File: config.mk
export PLATFORM = sky130hd
export DESIGN_NAME = rgb_pwm_driver
export DESIGN_NICKNAME = d
export VERILOG_FILES = /design/src/rtl/rgb_pwm_pkg.sv /design/src/rtl/rgb_pwm_timebase.sv /design/src/rtl/rgb_pwm_driver.sv
export SDC_FILE = /design/constraint.sdc
export NUM_CORES = 1
export LEC_CHECK = 0
export BUFFER_PORTS_ARGS = -buffer_cell sky130_fd_sc_hd__buf_2
export CAP_MARGIN = 25
export CELL_PAD_IN_SITES_DETAIL_PLACEMENT = 1
export CELL_PAD_IN_SITES_GLOBAL_PLACEMENT = 1
export CORE_MARGIN = 8
export CORE_UTILIZATION = 35
export CTS_CLUSTER_SIZE = 10
export DETAILED_ROUTE_END_ITERATION = 8
export PLACE_DENSITY = 0.74
export SYNTH_ARGS = -nofsm -noshare
export SYNTH_HDL_FRONTEND = slang
export SYNTH_SLANG_ARGS = --single-unit
File: constraint.sdc
create_clock -name clk -period 2.4 [get_ports clk]
set_clock_uncertainty 0.05 [all_clocks]
set_input_delay 0.36 -clock clk [delete_from_list [all_inputs] [get_ports clk]]
set_output_delay 0.36 -clock clk [all_outputs]
set_load 0.01 [all_outputs]
File: src/rtl/rgb_pwm_pkg.sv
// Shared definitions for the RGB PWM LED driver: widths and blink FSM states.
package rgb_pwm_pkg;

  localparam int PWM_BITS = 8;
  localparam int LED_BITS = 6;

  typedef enum logic [1:0] {
    SOLID     = 2'd0,
    BLINK_ON  = 2'd1,
    BLINK_OFF = 2'd2
  } blink_state_t;

endpackage

File: src/rtl/rgb_pwm_timebase.sv
// PWM timebase: clock prescaler, 8-bit PWM counter and period boundary detect.
module rgb_pwm_timebase
  import rgb_pwm_pkg::*;
#(
  parameter int CLK_DIV = 4
) (
  input  logic                clk,
  input  logic                rst_n,
  output logic                tick,
  output logic [PWM_BITS-1:0] cnt,
  output logic                boundary
);

  localparam int PRE_W = (CLK_DIV > 1) ? $clog2(CLK_DIV) : 1;
  localparam logic [PRE_W-1:0] PRE_MAX = PRE_W'(CLK_DIV - 1);

  logic [PRE_W-1:0] pre;

  assign tick     = (pre == PRE_MAX);
  assign boundary = tick && (cnt == '1);

  always_ff @(posedge clk or negedge rst_n) begin
    if (!rst_n) begin
      pre <= '0;
      cnt <= '0;
    end else begin
      pre <= tick ? '0 : pre + 1'b1;
      if (tick) cnt <= cnt + 1'b1;
    end
  end

endmodule

File: src/rtl/rgb_pwm_driver.sv
// Two-LED RGB PWM driver with period-aligned duty/colour updates and blink FSM.
module rgb_pwm_driver
  import rgb_pwm_pkg::*;
#(
  parameter int CLK_DIV       = 4,
  parameter int BLINK_PERIODS = 8
) (
  input  logic                clk,
  input  logic                rst_n,
  input  logic [LED_BITS-1:0] color_in,
  input  logic [PWM_BITS-1:0] duty_in,
  input  logic                duty_load,
  input  logic                blink_en,
  output logic [LED_BITS-1:0] led_out,
  output logic                period_start
);

  localparam logic [9:0] PHASE_LAST = 10'(BLINK_PERIODS - 1);

  logic                tick;
  logic                boundary;
  logic [PWM_BITS-1:0] cnt;
  logic [PWM_BITS-1:0] duty_pend;
  logic [PWM_BITS-1:0] duty_act;
  logic [LED_BITS-1:0] color_q;
  logic [9:0]          phase;
  blink_state_t        state;
  logic                lit;

  rgb_pwm_timebase #(
    .CLK_DIV(CLK_DIV)
  ) u_timebase (
    .clk     (clk),
    .rst_n   (rst_n),
    .tick    (tick),
    .cnt     (cnt),
    .boundary(boundary)
  );

  assign lit = (cnt < duty_act) && (state != BLINK_OFF);

  // A load coinciding with the boundary must land in this period, so it bypasses duty_pend.
  always_ff @(posedge clk or negedge rst_n) begin
    if (!rst_n) begin
      duty_pend    <= '0;
      duty_act     <= '0;
      color_q      <= '0;
      period_start <= 1'b0;
      led_out      <= '0;
    end else begin
      if (duty_load) duty_pend <= duty_in;
      if (boundary) begin
        duty_act <= duty_load ? duty_in : duty_pend;
        color_q  <= color_in;
      end
      period_start <= boundary;
      led_out      <= lit ? color_q : '0;
    end
  end

  always_ff @(posedge clk or negedge rst_n) begin
    if (!rst_n) begin
      state <= SOLID;
      phase <= '0;
    end else if (boundary) begin
      case (state)
        SOLID: begin
          if (blink_en) begin
            state <= BLINK_ON;
            phase <= '0;
          end
        end
        BLINK_ON, BLINK_OFF: begin
          if (!blink_en) begin
            state <= SOLID;
            phase <= '0;
          end else if (phase == PHASE_LAST) begin
            state <= (state == BLINK_ON) ? BLINK_OFF : BLINK_ON;
            phase <= '0;
          end else begin
            phase <= phase + 1'b1;
          end
        end
        default: begin
          state <= SOLID;
          phase <= '0;
        end
      endcase
    end
  end

  a_boundary_on_tick : assert property (@(posedge clk) disable iff (!rst_n) boundary |-> tick);

endmodule

== After elaboration in Yosys (flattened, before gate mapping) ==
Cells that the tools add are included.
Cells by class
  div/mod/pow operators: 0
  bitwise logic cells: 0
  shift-type cells: 0
  multiply operators: 0
  eq/ne operators: 8
  order comparisons: 1
  reductions and logical operators: 6
  muxes and demuxes: 12
  add/subtract/negate cells: 3
Operator list (number)
  2-to-1 mux 10 bit: 3
  one-hot mux 10 bit (2 select lines): 1
  adder 10 x 1 -> 10 bit, second input constant: 1
  equality test 10 x 3 -> 1 bit, second input constant: 1
  2-to-1 mux 2 bit: 5
  adder 8 x 1 -> 8 bit, second input constant: 1
  equality test 8 bit, second input constant: 1
  < comparator 8 bit: 1
  2-to-1 mux 8 bit: 1
  2-to-1 mux 6 bit: 1
  equality test 2 bit, second input constant: 2
  != test 2 bit, second input constant: 2
  one-hot mux 2 bit (2 select lines): 1
  != test 3 bit, second input constant: 1
  AND reduction 3 bit: 1
  adder 2 x 1 -> 2 bit, second input constant: 1
  equality test 2 x 1 -> 1 bit, second input constant: 1
  logical AND 1 bit: 2
  zero test 2 bit: 1
  AND reduction 2 bit: 1
  OR reduction 2 bit: 1
Storage, ports and cells
  memory bits (writable): 0
  memories: 0
  bits in read-only memories: 0
  input bits: 18
  flip-flop bits (word level): 51
  latch bits: 0

== Depth between registers and ports, before layout ==
Gate-level depths: netlist of the first run.
  depth after elaboration: 5
  mapped depth: 7
  gate-level depth less buffers: 6

== By module ==
A second synthesis of the first run with hierarchy kept.
Second synthesis, totals
  cell total of the unflattened synthesis: 203
  area total of the unflattened synthesis: 2337.2 um2
By module, submodules not included
  rgb_pwm_driver: cells each 170, area an instance 1909.3 um2, instances 1, sequential area each 1026.0 um2
  rgb_pwm_timebase: cells each 33, area an instance 427.9 um2, instances 1, sequential area each 250.2 um2

== Worst setup path after synthesis of the first run ==
Ideal clock, no wire load.
  kind: reg2reg
  from: register u_timebase.pre[0]
  to: register color_q[0]
  clock period less this slack: 1688 ps
  arrival: 1513 ps
  stages on the path, launching flop included: 6
  setup time: 125 ps
  setup slack: 712 ps
  path through: dfrtp_1 ha_1 and3_4 nand3_2 buf_2 mux2_2
Between the ends
  cells in the longest elaborated chain, start to end: 2
Ends and longest elaborated chain
  start: declaration: line rgb_pwm_timebase.sv:17  | logic [PRE_W-1:0] pre;
  start signal: assignment: line rgb_pwm_timebase.sv:27  | pre <= tick ? '0 : pre + 1'b1;
  equality test 2 bit: line rgb_pwm_timebase.sv:19  | assign tick = (pre == PRE_MAX);
  logical AND 1 bit: line rgb_pwm_timebase.sv:20  | assign boundary = tick && (cnt == '1);
  end signal: assignment: line rgb_pwm_driver.sv:54  | color_q <= color_in;
  end: declaration: line rgb_pwm_driver.sv:25  | logic [LED_BITS-1:0] color_q;
No other way between the ends.
A chain may end at the register's enable or synchronous reset.

== Worst setup path after layout of the first run ==
  from: register u_timebase.cnt[7]
  to: register led_out[0]
Between the ends
  cells in the longest elaborated chain, start to end: 3
Ends and longest elaborated chain
  start: declaration: line rgb_pwm_timebase.sv:10  | output logic [PWM_BITS-1:0] cnt,
  start signal: assignment: line rgb_pwm_timebase.sv:28  | if (tick) cnt <= cnt + 1'b1;
  < comparator 8 bit: line rgb_pwm_driver.sv:40  | assign lit = (cnt < duty_act) && (state != BLINK_OFF);
  logical AND 1 bit: line rgb_pwm_driver.sv:40
  2-to-1 mux 6 bit: line rgb_pwm_driver.sv:57  | led_out <= lit ? color_q : '0;
  end signal: assignment: line rgb_pwm_driver.sv:57
  end: declaration: line rgb_pwm_driver.sv:14  | output logic [LED_BITS-1:0] led_out,
No other way between the ends.

==> results of run 1 <==
[logic make-up (layout without fill, tap and decap cells)]
family | Yosys count | in the layout
mux | 24 | 24
buf+inv | 17 | 49
fa+ha+maj | 14 | 14
xor+xnor | 7 | 7
compound gates | 37 | 37
flops | 51 | 51
simple gates | 49 | 49
[routing by layer]
layer | routed length [um] | GRT usage | up-vias
li1 | - | - | 765
met1 | 2210 | 0.131 | 812
met2 | 2430 | 0.183 | 26
met3 | 211 | 0.0292 | 6
met4 | 46 | 0.0283 | 0
met5 | 0 | 0 | -
[metrics by stage]
stage / power (mW) / setup slack [ps] / instances
4_1_cts: 1.56 / 416 / 311
2_1_floorplan: 0.969 / 712 / 199
6_report: 1.53 / 445 / 311
3_3_place_gp: 1.02 / 499 / 303
5_1_grt: 1.60 / 262 / 311
3_5_place_dp: 1.03 / 462 / 303
[worst paths after layout]
kind	from	to	slack, ps
setup reg to reg	u_timebase.cnt[7]$_DFFE_PN0P_	led_out[0]$_DFF_PN0_	440
min in group clk	color_in[3]	color_q[3]$_DFFE_PN0P_	220
hold reg to reg	u_timebase.pre[0]$_DFF_PN0_	u_timebase.pre[0]$_DFF_PN0_	390
setup / recovery	u_timebase.cnt[7]$_DFFE_PN0P_	led_out[0]$_DFF_PN0_	440
hold / removal	rst_n	phase[5]$_DFFE_PN0P_	100
max in group asynchronous	rst_n	state[0]$_DFFE_PN0P_	1760
[flip-flops by register name, summed over array words and instances (netlist names)]
name and count:
state 2, u_timebase.cnt 8, period_start 1, led_out 6, color_q 6, u_timebase.pre 2
duty_act 8, phase 10, duty_pend 8
[worst register-to-register path, delay by kind of cell, from the launching register on]
kind | cells | cell delay [ps]
AOI/OAI and AO/OA | 3 | 910
adders and majority gates | 1 | 360
DFF | 1 | 460
and+or+nand+nor | 1 | 120
[report_power, final]
group,internal (mW),switching (mW),total (mW)
Sequential,0.892,0.0113,0.903
Clock,0.214,0.309,0.523
Combinational,0.0469,0.0552,0.102
[layout make-up]
cell class	instances	area [um2]
fillers	749	3980
flip-flops and latches	51	1280
multi-input cells	131	1020
repair buffers	29	158
well taps	80	100
clock buffers	5	68.8
inverters	12	45.0
clock inverters	3	27.5
[synthesized netlist by cell type, types with 2 or more instances]
cell type | n | area, um2
sky130_fd_sc_hd__a21o_1 | 5 | 37.5
sky130_fd_sc_hd__a21oi_1 | 9 | 45.0
sky130_fd_sc_hd__a22o_1 | 6 | 52.6
sky130_fd_sc_hd__a31oi_1 | 2 | 12.5
sky130_fd_sc_hd__buf_2 | 2 | 10.0
sky130_fd_sc_hd__clkbuf_1 | 2 | 7.51
sky130_fd_sc_hd__dfrtp_1 | 51 | 1280
sky130_fd_sc_hd__ha_1 | 14 | 175
sky130_fd_sc_hd__inv_1 | 12 | 45.0
sky130_fd_sc_hd__mux2_2 | 24 | 270
sky130_fd_sc_hd__nand2_1 | 17 | 63.8
sky130_fd_sc_hd__nand3_1 | 2 | 10.0
sky130_fd_sc_hd__nand4_1 | 5 | 31.3
sky130_fd_sc_hd__nor2_1 | 10 | 37.5
sky130_fd_sc_hd__nor3_1 | 3 | 15.0
sky130_fd_sc_hd__o21ai_0 | 8 | 40.0
sky130_fd_sc_hd__or3_1 | 2 | 12.5
sky130_fd_sc_hd__xnor2_1 | 4 | 35.0
sky130_fd_sc_hd__xor2_1 | 3 | 26.3
==> results_dict.tcl, run 1 <==
set metrics [dict create \
    outcome "completed" \
    cp-start-kind "flop" \
    warning_count_from_the_yosys_run 0 \
    syn_inst 199 \
    critPathTopFamily "compound AO/OA/AOI/OAI gates" \
    holdBufCountCts 0 \
    synthToLayoutAreaGrowth_pct 14.1 \
    clkSinkCount 51 \
    num_vias 1609 \
    die_area_mm2 0.00964 \
    die_w_um 98.2 \
    synth_enable_flop_cells 0 \
    layout.cells.most_common "sky130_fd_sc_hd__dfrtp_1" \
    grt_util_all_layers 0.108 \
    grt_antenna_before_repair 0 \
    grt_setup_unrepaired "false" \
    timing.critical_path.slowest_stage_cell "sky130_fd_sc_hd__a31oi_1" \
    worstSetupEndpointType "flop" \
    core_region_area_mm2 0.00668 \
    critical_path.cell_chain "ha_1 -> a211o_1 -> a31oi_1 -> nand2_1 -> a21oi_1" \
    final_layout_size_suffix_gt1_frac 0.290 \
    cp_num_cells 5 \
    std_cell_rows 30 \
    max_freq_mhz 511 \
    tritoncts "done" \
    grt_pass1_vias 1798 \
    final.setup.tns_ps 0 \
    max_stage_delay_on_crit_path_ps 490 \
    reg2regPathDepth 5 \
    cap_violations 0 \
    synth-xor-area-share 0.0259 \
    timing.critical_path.arrival_ps 2140 \
    synth_seq_area_share 0.540 \
    p_leak_nw 1.30 \
    cts_htree_levels 2 \
    dr.pass1.iters 4 \
    routed_wirelength_mm 4.90 \
    synthMuxAreaShare 0.114 \
    globalplace.congestion 0.786 \
    die_y_um 98.2 \
    insertion_delay_ps 310 \
    number_of_slew_limit_violations_in_the_final_report 0 \
    netlist_area_mm2 0.00236 \
    critical_path_buf_inv_count 0 \
    stdcell_area_mm2 0.00270 \
    grt_start_max_net_pins 52 \
    hold_viol_final 0 \
    grt_remaining_overflow 0 \
    ys_async_sr_fraction 1.00 \
    post_cts_buffers 0 \
    slew-limit-headroom 0.570 \
    synth_simple_gate_area_share 0.106 \
    setup_violations 0 \
    synth_fa_ha_area_frac 0.0741 \
    synth_nets 231 \
    period_needed_ps 1960 \
    ant_nets 0 \
    synthesis_stage_register_bit_count 51 \
    worst_hold_slack_ps 98.1 \
    holdCritPathClass "primary input to async pin" \
    syn_area_per_cell_um2 11.9 \
    insertedDiodeCount 0 \
    postPlaceCellArea_mm2 0.00260 \
    cellPowerDensity_mw_per_mm2 567 \
    grt_pass1_wl_mm 8.64 \
    data_required_time_of_the_worst_path_ps 2590 \
    clk_transition_reported_paths_ps 100 \
    drc_viols 0 \
    dr.first_iter.drc_count 56 \
    worst_ir_drop_vdd_mv 0.290 \
    detail_route.vias_per_cell 5.17 \
    synth_compound_area_frac 0.112 \
    cts-root-buf "sky130_fd_sc_hd__clkbuf_8" \
    cts_resized 0 \
    worstMarginPinSlew_ps 645 \
    start_util 0.354 \
    cts_buffers 5 \
    critical_path.max_fanout 6 \
    yosys.cell_types.count 37 \
    ioPinCount 25 \
    path_class "flop to flop" \
    route.detailed.wl_per_inst_um 15.8 \
    port_buffers 24 \
    final_util 0.404 \
    period_utilization_post_route 0.815 \
    total_number_of_nets_in_the_final_design 262 \
    clock_path_buffers 2 \
    dp.final_hpwl_mm 3.60 \
    most-common-layout-cells "sky130_fd_sc_hd__dfrtp_1, sky130_fd_sc_hd__mux2_2, sky130_fd_sc_hd__buf_2" \
    yosys_most_used_dff "sky130_fd_sc_hd__dfrtp_1" \
    main_combinational_cell_family_by_area_after_synthesis "multiplexers" \
]
No activity file was read; power rests on OpenSTA's default activity.
==> inputs of run 2 (changes only) <==
==> constraint.sdc (replaced) <==
create_clock -name clk -period 1.8 [get_ports clk]
set_clock_uncertainty 0.05 [all_clocks]
set_input_delay 0.27 -clock clk [delete_from_list [all_inputs] [get_ports clk]]
set_output_delay 0.27 -clock clk [all_outputs]
set_load 0.01 [all_outputs]
==> run 2 against run 1 <==
- critical path depth unchanged
- sequential cell count unchanged
- core utilization is 2.5 points higher
- setup slack worse by 380 ps
- global-route usage grew 0.24 points
- cell count is 4.5% higher
- non-clock buffer count increased by 14
- clock power is 36% higher
- total power increased by 35%
- routed wire length grew 0.49%
- combinational power up 39%
- sequential power grew 33%
- largest cell class unchanged
- highest routed layer unchanged
==> results_dict.tcl, run 2 (synthesis results as in run 1) <==
set metrics [dict create \
    timing.critical_path.slowest_stage_cell "sky130_fd_sc_hd__or4_1" \
    worstMarginPinSlew_ps 325 \
    grt_start_max_net_pins 52 \
    max_freq_mhz 576 \
    final.setup.tns_ps 0 \
    critical_path.max_fanout 6 \
    worstSetupEndpointType "flop" \
    max_stage_delay_on_crit_path_ps 530 \
    registers.top_by_ff_count "phase" \
    clkSinkCount 51 \
    start_util 0.354 \
    globalplace.congestion 0.814 \
    clk_transition_reported_paths_ps 100 \
    insertion_delay_ps 320 \
    stdcell_count 325 \
    num_vias 1656 \
    drc_viols 0 \
    post-route-worst-setup-slack_ps 64.6 \
    hold_viol_final 0 \
    grt_setup_unrepaired "true" \
    ioPinCount 25 \
    die_area_mm2 0.00964 \
    insertedDiodeCount 0 \
    final_layout_size_suffix_gt1_frac 0.347 \
    cts-root-buf "sky130_fd_sc_hd__clkbuf_8" \
    worst_ir_drop_vdd_mv 0.357 \
    tritoncts "done" \
    grt_remaining_overflow 0 \
    cellPowerDensity_mw_per_mm2 719 \
    cp-start-kind "flop" \
    port_buffers 24 \
    final_util 0.429 \
    outcome "completed" \
    grt_pass1_vias 1799 \
    holdCritPathClass "primary input to flop" \
    layout.cells.most_common "sky130_fd_sc_hd__dfrtp_1" \
    hold_path_depth 2 \
    total_number_of_nets_in_the_final_design 276 \
    detail_route.vias_per_cell 5.10 \
    std_cell_rows 30 \
    slew-limit-headroom 0.782 \
    reg2regPathDepth 5 \
    cap_violations 0 \
    grt_antenna_before_repair 0 \
    core_region_area_mm2 0.00668 \
    dr.pass1.iters 3 \
    p_leak_nw 1.38 \
    dp.final_hpwl_mm 3.56 \
    synthToLayoutAreaGrowth_pct 21.1 \
    routed_wirelength_mm 4.92 \
    clock_path_buffers 2 \
    period_utilization_post_route 0.964 \
    number_of_flip_flops_in_the_largest_register 10 \
    critical_path.cell_chain "ha_1 -> and3_4 -> o2111ai_4 -> or4_1 -> o21ai_1" \
    die_w_um 98.2 \
    number_of_slew_limit_violations_in_the_final_report 0 \
    timing.critical_path.arrival_ps 1920 \
    route.detailed.wl_per_inst_um 15.2 \
    fillers 741 \
    dr.first_iter.drc_count 68 \
    die_y_um 98.2 \
    path_class "flop to flop" \
    grt_util_all_layers 0.110 \
    data_required_time_of_the_worst_path_ps 1980 \
    worst_hold_slack_ps 127 \
    detailedPlace.worstSlack_ps -17.0 \
    period_needed_ps 1740 \
    setup_violations 0 \
    ant_nets 0 \
    dp.cells 312 \
    most-common-layout-cells "sky130_fd_sc_hd__dfrtp_1, sky130_fd_sc_hd__mux2_2, sky130_fd_sc_hd__buf_2" \
    cts_htree_levels 2 \
    cts_buffers 5 \
    grt_pass1_wl_mm 8.62 \
]
## run 2: layout make-up
class / instances / area [um2] / share of cell area
Clock buffer: 5 / 68.8 / 0.0240
Clock inverter: 3 / 27.5 / 0.00961
Multi-Input combinational cell: 131 / 1050 / 0.368
Sequential cell: 51 / 1280 / 0.446
Inverter: 12 / 45.0 / 0.0157
Timing Repair Buffer: 43 / 290 / 0.101
Tap cell: 80 / 100 / 0.0349
## run 2: path summary, 6_finish.rpt
| check | from | endpoint | slack [ps] |
|---|---|---|---|
| max in group asynchronous | rst_n | led_out[5]$_DFF_PN0_ | 1040 |
| min in group asynchronous | rst_n | phase[4]$_DFFE_PN0P_ | 400 |
| max | u_timebase.cnt[1]$_DFFE_PN0P_ | phase[9]$_DFFE_PN0P_ | 60 |
| max reg2reg | u_timebase.cnt[1]$_DFFE_PN0P_ | phase[9]$_DFFE_PN0P_ | 60 |
| min | color_in[2] | color_q[2]$_DFFE_PN0P_ | 130 |
| min reg2reg | u_timebase.pre[0]$_DFF_PN0_ | u_timebase.pre[0]$_DFF_PN0_ | 380 |
## run 2: stage by stage
step / power (mW) / area, um2
2_1_floorplan: 1.29 / 2360
3_3_place_gp: 1.36 / 2690
3_5_place_dp: 1.37 / 2690
4_1_cts: 2.09 / 2810
5_1_grt: 2.15 / 2860
6_report: 2.06 / 2860
## run 2: layer usage
metal,track usage,part of all wire
met5,0,0
met4,0.0401,0.016
met3,0.0341,0.042
met2,0.181,0.48
met1,0.133,0.47
## run 2: report_power, final
group	internal (mW)	total, mW	leakage (nW)	switching, mW
combinational	0.0670	0.142	0.692	0.0746
clock	0.286	0.712	0.0463	0.426
sequential	1.19	1.20	0.640	0.0153
## run 2: critical path, delay by kind of cell, from the launching register on
family / cells / cell delay (ps)
flops: 1 / 400
compound gates: 2 / 250
simple gates: 2 / 770
fa+ha+maj: 1 / 190
## run 2: timing repair
action / 4_1_cts / 5_1_grt
buffers inserted: 0 / 4
hold buffers: 1 / 0
endpoints found under the hold margin: 51 / 0
pin swaps: 0 / 0
setup endpoints to repair: 8 / 2
gates resized for setup: 2 / 6
